`config.mk`:
```
export PLATFORM = sky130hd
export DESIGN_NAME = fwd_hazard_unit_flat
export DESIGN_NICKNAME = d
export VERILOG_FILES = /design/src/rtl/hazard_pkg.sv /design/src/rtl/fwd_hazard_unit_if.sv /design/src/rtl/fwd_prio_match.sv /design/src/rtl/fwd_hazard_unit.sv /design/src/flat_wrapper.sv
export SDC_FILE = /design/constraint.sdc
export NUM_CORES = 1
export LEC_CHECK = 0
export CAP_MARGIN = 20
export CORE_MARGIN = 2
export CORE_UTILIZATION = 32
export CTS_CLUSTER_SIZE = 40
export DETAILED_ROUTE_END_ITERATION = 10
export GPL_TIMING_DRIVEN = 0
export PLACE_DENSITY = 0.84
export SYNTH_ARGS = -nofsm -noshare
export SYNTH_HDL_FRONTEND = slang
export SYNTH_SLANG_ARGS = --single-unit
```
`constraint.sdc`:
```
create_clock -name CLK -period 5.3 [get_ports CLK]
set_input_delay 1.06 -clock CLK [delete_from_list [all_inputs] [get_ports CLK]]
set_output_delay 1.06 -clock CLK [all_outputs]
set_load 0.005 [all_outputs]
```
`src/rtl/hazard_pkg.sv`:
```
// Shared types and constants for the operand-forwarding / load-use hazard unit.
package hazard_pkg;

  // Forward-select value that keeps the register-file operand.
  localparam int unsigned FWD_RF = 0;

  typedef enum logic [0:0] {
    StIdle,
    StStall
  } stall_state_e;

  // Select width: one code for the register file plus one per producer stage.
  function automatic int unsigned sel_width(input int unsigned num_stg);
    return $clog2(num_stg + 1);
  endfunction

endpackage

```
`src/rtl/fwd_hazard_unit_if.sv`:
```
// Pipeline-side signal bundle of the forwarding / hazard unit.
interface fwd_hazard_unit_if
  import hazard_pkg::*;
#(
  parameter int unsigned REG_AW  = 5,
  parameter int unsigned NUM_SRC = 2,
  parameter int unsigned NUM_STG = 2,
  parameter int unsigned SEL_W   = sel_width(NUM_STG)
);

  logic [NUM_SRC*REG_AW-1:0] ex_src;
  logic [NUM_STG*REG_AW-1:0] stg_rd;
  logic [NUM_STG-1:0]        stg_we;
  logic [NUM_SRC*REG_AW-1:0] id_src;
  logic [NUM_SRC-1:0]        id_src_vld;
  logic [REG_AW-1:0]         ex_rd;
  logic                      ex_mem_read;
  logic                      mem_busy;
  logic                      flush;

  logic [NUM_SRC*SEL_W-1:0]  fwd_sel;
  logic                      stall;
  logic                      pc_we;
  logic                      ifid_we;
  logic                      idex_bubble;

  modport master (
    output ex_src, stg_rd, stg_we, id_src, id_src_vld, ex_rd, ex_mem_read, mem_busy, flush,
    input  fwd_sel, stall, pc_we, ifid_we, idex_bubble
  );

  modport slave (
    input  ex_src, stg_rd, stg_we, id_src, id_src_vld, ex_rd, ex_mem_read, mem_busy, flush,
    output fwd_sel, stall, pc_we, ifid_we, idex_bubble
  );

endinterface

```
`src/rtl/fwd_prio_match.sv`:
```
// Priority comparator for one source operand: nearest writing stage with a matching,
// nonzero destination wins; otherwise the register file is selected.
module fwd_prio_match
  import hazard_pkg::*;
#(
  parameter int unsigned REG_AW  = 5,
  parameter int unsigned NUM_STG = 2,
  parameter int unsigned SEL_W   = sel_width(NUM_STG)
) (
  input  logic [REG_AW-1:0]         src_i,
  input  logic [NUM_STG*REG_AW-1:0] stg_rd_i,
  input  logic [NUM_STG-1:0]        stg_we_i,
  output logic [SEL_W-1:0]          sel_o
);

  always_comb begin
    sel_o = SEL_W'(FWD_RF);
    // Scan farthest to nearest so the nearest match is the last assignment.
    for (int s = NUM_STG - 1; s >= 0; s--) begin
      if (stg_we_i[s] && (stg_rd_i[s*REG_AW +: REG_AW] != '0) &&
          (stg_rd_i[s*REG_AW +: REG_AW] == src_i)) begin
        sel_o = SEL_W'(s + 1);
      end
    end
  end

endmodule

```
`src/rtl/fwd_hazard_unit.sv`:
```
// Operand forwarding selects (registered) plus load-use stall sequencing for the
// ID/EX stage: stall is combinational on entry and held by the FSM afterwards.
module fwd_hazard_unit
  import hazard_pkg::*;
#(
  parameter int unsigned REG_AW   = 5,
  parameter int unsigned NUM_SRC  = 2,
  parameter int unsigned NUM_STG  = 2,
  parameter int unsigned LOAD_LAT = 1,
  parameter int unsigned SEL_W    = sel_width(NUM_STG)
) (
  input logic              CLK,
  input logic              RESET,
  fwd_hazard_unit_if.slave bus
);

  localparam int unsigned CNT_W = $clog2(LOAD_LAT) + 1;

  logic [NUM_SRC*SEL_W-1:0] fwd_sel_d, fwd_sel_q;
  logic                     hz;
  logic                     stall;
  stall_state_e             state_d, state_q;
  logic [CNT_W-1:0]         cnt_d, cnt_q;

  for (genvar i = 0; i < NUM_SRC; i++) begin : g_src
    fwd_prio_match #(
      .REG_AW  (REG_AW),
      .NUM_STG (NUM_STG),
      .SEL_W   (SEL_W)
    ) u_match (
      .src_i    (bus.ex_src[i*REG_AW +: REG_AW]),
      .stg_rd_i (bus.stg_rd),
      .stg_we_i (bus.stg_we),
      .sel_o    (fwd_sel_d[i*SEL_W +: SEL_W])
    );
  end

  always_comb begin
    hz = 1'b0;
    for (int i = 0; i < NUM_SRC; i++) begin
      if (bus.id_src_vld[i] && (bus.id_src[i*REG_AW +: REG_AW] == bus.ex_rd)) hz = 1'b1;
    end
    hz = hz & bus.ex_mem_read & (bus.ex_rd != '0);
  end

  always_comb begin
    state_d = state_q;
    cnt_d   = cnt_q;
    stall   = 1'b0;
    unique case (state_q)
      StIdle: begin
        stall = hz & ~bus.flush;
        if (stall && (LOAD_LAT > 1)) begin
          state_d = StStall;
          cnt_d   = CNT_W'(LOAD_LAT - 2);
        end
      end
      StStall: begin
        stall = 1'b1;
        if (bus.flush) begin
          state_d = StIdle;
          cnt_d   = '0;
        end else if (cnt_q == '0) begin
          if (!bus.mem_busy) state_d = StIdle;
        end else begin
          cnt_d = cnt_q - 1'b1;
        end
      end
      default: state_d = StIdle;
    endcase
    // A hazard presented while reset is held must never stall the pipeline.
    if (!RESET) stall = 1'b0;
  end

  always_ff @(posedge CLK) begin
    if (!RESET) begin
      state_q   <= StIdle;
      cnt_q     <= '0;
      fwd_sel_q <= '0;
    end else begin
      state_q   <= state_d;
      cnt_q     <= cnt_d;
      fwd_sel_q <= fwd_sel_d;
    end
  end

  assign bus.fwd_sel     = fwd_sel_q;
  assign bus.stall       = stall;
  assign bus.pc_we       = ~stall;
  assign bus.ifid_we     = ~stall;
  assign bus.idex_bubble = stall | bus.flush;

endmodule

```
`src/flat_wrapper.sv`:
```
// flat-port wrapper written by rule: the top's interface ports become plain ports
module fwd_hazard_unit_flat import hazard_pkg::*;
#(
  parameter int unsigned REG_AW   = 5,
  parameter int unsigned NUM_SRC  = 2,
  parameter int unsigned NUM_STG  = 2,
  parameter int unsigned LOAD_LAT = 1,
  parameter int unsigned SEL_W    = sel_width(NUM_STG)
)
  (CLK, RESET, bus_ex_src, bus_stg_rd, bus_stg_we, bus_id_src, bus_id_src_vld, bus_ex_rd, bus_ex_mem_read, bus_mem_busy, bus_flush, bus_fwd_sel, bus_stall, bus_pc_we, bus_ifid_we, bus_idex_bubble);
  fwd_hazard_unit_if #(.REG_AW(REG_AW), .NUM_SRC(NUM_SRC), .NUM_STG(NUM_STG), .SEL_W(SEL_W)) bus_i ();
  input logic CLK;
  input logic RESET;
  input wire logic [$bits(bus_i.ex_src)-1:0] bus_ex_src;
  input wire logic [$bits(bus_i.stg_rd)-1:0] bus_stg_rd;
  input wire logic [$bits(bus_i.stg_we)-1:0] bus_stg_we;
  input wire logic [$bits(bus_i.id_src)-1:0] bus_id_src;
  input wire logic [$bits(bus_i.id_src_vld)-1:0] bus_id_src_vld;
  input wire logic [$bits(bus_i.ex_rd)-1:0] bus_ex_rd;
  input wire logic [$bits(bus_i.ex_mem_read)-1:0] bus_ex_mem_read;
  input wire logic [$bits(bus_i.mem_busy)-1:0] bus_mem_busy;
  input wire logic [$bits(bus_i.flush)-1:0] bus_flush;
  output wire logic [$bits(bus_i.fwd_sel)-1:0] bus_fwd_sel;
  output wire logic [$bits(bus_i.stall)-1:0] bus_stall;
  output wire logic [$bits(bus_i.pc_we)-1:0] bus_pc_we;
  output wire logic [$bits(bus_i.ifid_we)-1:0] bus_ifid_we;
  output wire logic [$bits(bus_i.idex_bubble)-1:0] bus_idex_bubble;
  assign bus_i.ex_src = bus_ex_src;
  assign bus_i.stg_rd = bus_stg_rd;
  assign bus_i.stg_we = bus_stg_we;
  assign bus_i.id_src = bus_id_src;
  assign bus_i.id_src_vld = bus_id_src_vld;
  assign bus_i.ex_rd = bus_ex_rd;
  assign bus_i.ex_mem_read = bus_ex_mem_read;
  assign bus_i.mem_busy = bus_mem_busy;
  assign bus_i.flush = bus_flush;
  assign bus_fwd_sel = bus_i.fwd_sel;
  assign bus_stall = bus_i.stall;
  assign bus_pc_we = bus_i.pc_we;
  assign bus_ifid_we = bus_i.ifid_we;
  assign bus_idex_bubble = bus_i.idex_bubble;
  fwd_hazard_unit #(.REG_AW(REG_AW), .NUM_SRC(NUM_SRC), .NUM_STG(NUM_STG), .LOAD_LAT(LOAD_LAT), .SEL_W(SEL_W)) u_core (.CLK(CLK), .RESET(RESET), .bus(bus_i));
endmodule
```
# Yosys cells after proc, flatten, opt, wreduce, memory -nomap -nowiden
# Cells that the tools add are included.
# op_classes
reduce_logical,14
eq_ne,6
n_mux,12
addsub,1
bitwise_logic,8
# op_table
cell,n
$eq 5x5->1,6
$reduce_bool 5->1,3
$mux 1,9
$logic_and 1x1->1,8
$mux 2,2
$not 1->1,4
$reduce_or 2->1,2
$and 1x1->1,3
$reduce_or 3->1,1
$pmux 1 s2,1
$or 1x1->1,1
$sub 1x1->1 const B,1
# totals
elab_cells,46
output_inout_bits,8
in_bits,44
ff_bits,6

# Depth between registers and ports, before layout
# depth
ltp_word,10
mapped_depth,5
ltp_nobuf,4

# Cells and area by module
# A second synthesis with hierarchy kept.
# hier_totals
cells_unflattened,74
area_unflattened_um2,614.3
# modules_own_cells
mod,area_each_um2,cells_per_inst,seq_area_each_um2,n_inst
fwd_hazard_unit,311.5,34,100.1,1
fwd_prio_match,151.4,20,0.0,2

# Worst setup path after synthesis
# OpenSTA, ideal clock, no wires.
# synth_timing
kind,in2out
startpoint,input port bus_ex_rd[1]
endpoint,output port bus_pc_we
arrival_time_ns,2.170
path_stages,4
path_buffers,1
required_time_ns,4.240
slack_ns,2.070
cell_sequence,or4_1 o21a_1 a32oi_1 buf_4
# synth_via
elab_chain_cells,10
word_cells_on_any_way,13
classes_between,eq/ne: 2; mux: 4; bitwise: 4; reduce/logical: 3
# synth_lines
element,line,text
start: declaration,flat_wrapper.sv:19,input wire logic [$bits(bus_i.ex_rd)-1:0] bus_ex_rd;
$eq 5x5->1,fwd_hazard_unit.sv:41,if (bus.id_src_vld[i] && (bus.id_src[i*REG_AW +: REG_AW] == bus.ex_rd)) hz = 1'b1;
$logic_and 1x1->1,fwd_hazard_unit.sv:41,
$mux 1 (2 in series),fwd_hazard_unit.sv:41,
$and 1x1->1,fwd_hazard_unit.sv:43,hz = hz & bus.ex_mem_read & (bus.ex_rd != '0);
$and 1x1->1 *,fwd_hazard_unit.sv:43,
$and 1x1->1 *,fwd_hazard_unit.sv:52,stall = hz & ~bus.flush;
$pmux 1 s2 *,fwd_hazard_unit.sv:50,unique case (state_q)
$mux 1 *,fwd_hazard_unit.sv:72,if (!RESET) stall = 1'b0;
$not 1->1 *,n/a,
end: declaration,flat_wrapper.sv:25,output wire logic [$bits(bus_i.pc_we)-1:0] bus_pc_we;
# Mark *: on every way between the ends. The rest lies on a longest branch, timed or not.

# Worst setup path after layout
# layout_timing
startpoint,input port bus_ex_rd[1]
endpoint,output port bus_pc_we
# layout_via
elab_chain_cells,10
word_cells_on_any_way,13
classes_between,eq/ne: 2; mux: 4; bitwise: 4; reduce/logical: 3
# layout_lines
element,line,text
$eq 5x5->1,fwd_hazard_unit.sv:41,
$logic_and 1x1->1,fwd_hazard_unit.sv:41,
$mux 1 (2 in series),fwd_hazard_unit.sv:41,
$and 1x1->1,fwd_hazard_unit.sv:43,
$and 1x1->1 *,fwd_hazard_unit.sv:43,
$and 1x1->1 *,fwd_hazard_unit.sv:52,
$pmux 1 s2 *,fwd_hazard_unit.sv:50,
$mux 1 *,fwd_hazard_unit.sv:72,
$not 1->1 *,fwd_hazard_unit.sv:89,assign bus.pc_we = ~stall;
# Marks and branches as above.

==> metrics.yaml <==
sta:
  tns_ns: 0
  hold_viol: 0
  rsz0062_at_grt: "no"
  fmax_mhz: 237
  finalHoldWorstSlack_ns: 0.520
  maxSlewHeadroom_pct: 74.2
  setup_violations: 0
  fin_ws_ns: 1.08
  post-route-period-util_pct: 79.7
  drv_slew: 0
  timing.final.crit_period_ns: 4.22
  worst_pin_slew_ns: 0.383
  skew_ns: 0
worst_setup_path:
  critPathMaxStageDelay_ns: 0.55
  crit_start: "bus_ex_rd[1]"
  rr_worst_depth: 1
  crit_path_top_delay_cell: "or4_1"
  cpMostUsedCell: "clkdlybuf4s50_1"
  r2r_end: "u_core.state_q$_SDFF_PP0_"
  end_kind: "primary output"
  cp_top_family: "buffers and inverters"
  start_kind: "primary input"
  worstReg2RegStart: "u_core.state_q$_SDFF_PP0_"
  critPathRequiredTime_ns: 4.24
  crit_end: "bus_pc_we"
  reg2reg_slack_ns: 4.72
  cp_data_arrival_time_ns: 3.16
  cp_num_cells: 6
  crit_chain: "clkdlybuf4s50_1 > or4_1 > o21a_1 > a32oi_1 > buf_4 > clkdlybuf4s50_1"
  critPathKind: "primary input to primary output"
  crit_buf_inv: 3
  cp_max_fo: 3
drt:
  wire_per_inst_um: 12.8
  drtAntennaViolNets: 0
  drc: 0
  via_per_inst: 4.86
  vias: 661
  dr.pass1.iters: 4
  drtIter0Drc: 1
  wl_mm: 1.74
die:
  num_rows: 15
  die_h_um: 45.9
  io_pins: 52
  die_area_um2: 2110
  initial_core_util_pct: 33.3
  core_um2: 1690
  fp.dieW_um: 45.9
placement:
  dpl.hpwl_mm: 1.52
  io_buffers: 51
  gp_congestion: 0.852
  dp_slack_ns: 1.08
  dpl_cell_area_um2: 1090
global_route:
  grt_antenna_before_repair: 0
  grt_pass1_vias: 636
  grt_start_max_net_pins: 9
  overflow: 0
  groute.usage.overall_pct: 16.3
  grt_pass1_wl_mm: 2.59
cts:
  numCtsBuffers: 3
  numClockSinks: 5
  cts_buffer_depth: 2
  clk_pin_slew_ns: 0.04
  cts_tree: "yes"
  cts_setup_buffers: 0
  post_cts_resized: 0
  cts_root_buf: "clkbuf_4"
  cts_hold_buf: 0
  clk_latency_ns: 0.23
  h-tree-depth: 1
cells_and_area:
  layout_commonest_cell: "clkdlybuf4s50_1"
  insertedDiodeCount: 0
  drive_above_1_share_pct: 6.72
  nets: 164
  final_cell_area_um2: 1120
  final_cell_mix: "51 x clkdlybuf4s50_1, 18 x xnor2_1, 12 x xor2_1"
  syn_to_final_growth_pct: 99.3
yosys:
  synth_cell_types: 23
  yosysSeqAreaShare_pct: 17.8
  yosys_warnings: 0
  synth_area_um2: 562
  synth_cells: 64
  ys_ff_latch: 5
  synth_fp_nets: 108
  syn_avg_cell_area_um2: 8.78
power_and_ir_drop:
  leakage_nw: 0.394
  vdd_drop_max_v: 0.0000962
  power.density_nw_per_um2: 132
  p_total_uw: 148
worst_hold_path:
  hold_path_depth: 1
  hold_class: "flip-flop to flip-flop"
job:
  cap_viol_max_count: 0
status:
  outcome: "finished, final reports clean"
worst min-delay path by stage:
stage / start / slack (ns) / to
floorplan: u_core.state_q$_SDFF_PP0_ / 0.49 / u_core.state_q$_SDFF_PP0_
CTS: u_core.state_q$_SDFF_PP0_ / 0.52 / u_core.state_q$_SDFF_PP0_
finish: u_core.state_q$_SDFF_PP0_ / 0.52 / u_core.state_q$_SDFF_PP0_
global placement: u_core.state_q$_SDFF_PP0_ / 0.51 / u_core.state_q$_SDFF_PP0_
detailed placement: u_core.state_q$_SDFF_PP0_ / 0.51 / u_core.state_q$_SDFF_PP0_
global route: u_core.state_q$_SDFF_PP0_ / 0.54 / u_core.state_q$_SDFF_PP0_
metal layers:
metal / global-route usage [%] / up-vias / share of wire [%]
met5: 0 / - / 0
met1: 18.5 / 274 / 41
met3: 3.97 / 0 / 12
li1: - / 341 / -
met4: 0 / 0 / 0
met2: 31.9 / 46 / 47
logic make-up after synthesis:
logic type,count (synthesis),share of synthesized area (%)
xor+xnor,30,46.8
simple gates,20,22.5
buf+inv,1,1.34
compound gates,8,11.6
flops,5,17.8
metrics by stage:
stage / util, % / std cells
after floorplan: - / 64
after global placement: 64.7 / 132
after detailed placement: 64.7 / 132
after CTS: 66.3 / 136
after global routing: 66.3 / 136
final: 66.3 / 136
final cells by class:
cell class	count	area, um2
well taps	17	21.3
multi-input cells	58	454
flip-flops and latches	5	100
fillers	154	569
repair buffers	51	510
clock buffers	4	26.3
plain buffers	1	7.51
cell usage after synthesis (all sizes together):
| library cell | count | share of area [%] |
|---|---|---|
| a21o | 1 | 1.3 |
| a31o | 1 | 1.6 |
| a32o | 1 | 1.8 |
| a32oi | 1 | 1.6 |
| and2 | 2 | 2.5 |
| and3 | 1 | 1.1 |
| buf | 1 | 1.3 |
| dfxtp | 5 | 18 |
| nand2 | 2 | 1.3 |
| nand3 | 3 | 2.7 |
| nand4 | 2 | 2.2 |
| nor2b | 1 | 1.1 |
| nor3 | 2 | 1.8 |
| nor4 | 3 | 4.5 |
| o211ai | 1 | 1.3 |
| o21a | 1 | 1.3 |
| o21ai | 1 | 1.6 |
| o22ai | 1 | 1.1 |
| or4 | 4 | 5.3 |
| xnor2 | 18 | 28 |
| xor2 | 12 | 19 |
state kept, by name (all words and copies together) (netlist names):
name and count:
u_core.state_q 1, u_core.bus.fwd_sel 4
power breakdown:
part	internal [mW]	switching (mW)
clock	0.0283	0.0134
sequential	0.0381	0.0000864
combinational	0.0451	0.0232
No activity file was read; power rests on OpenSTA's default activity.
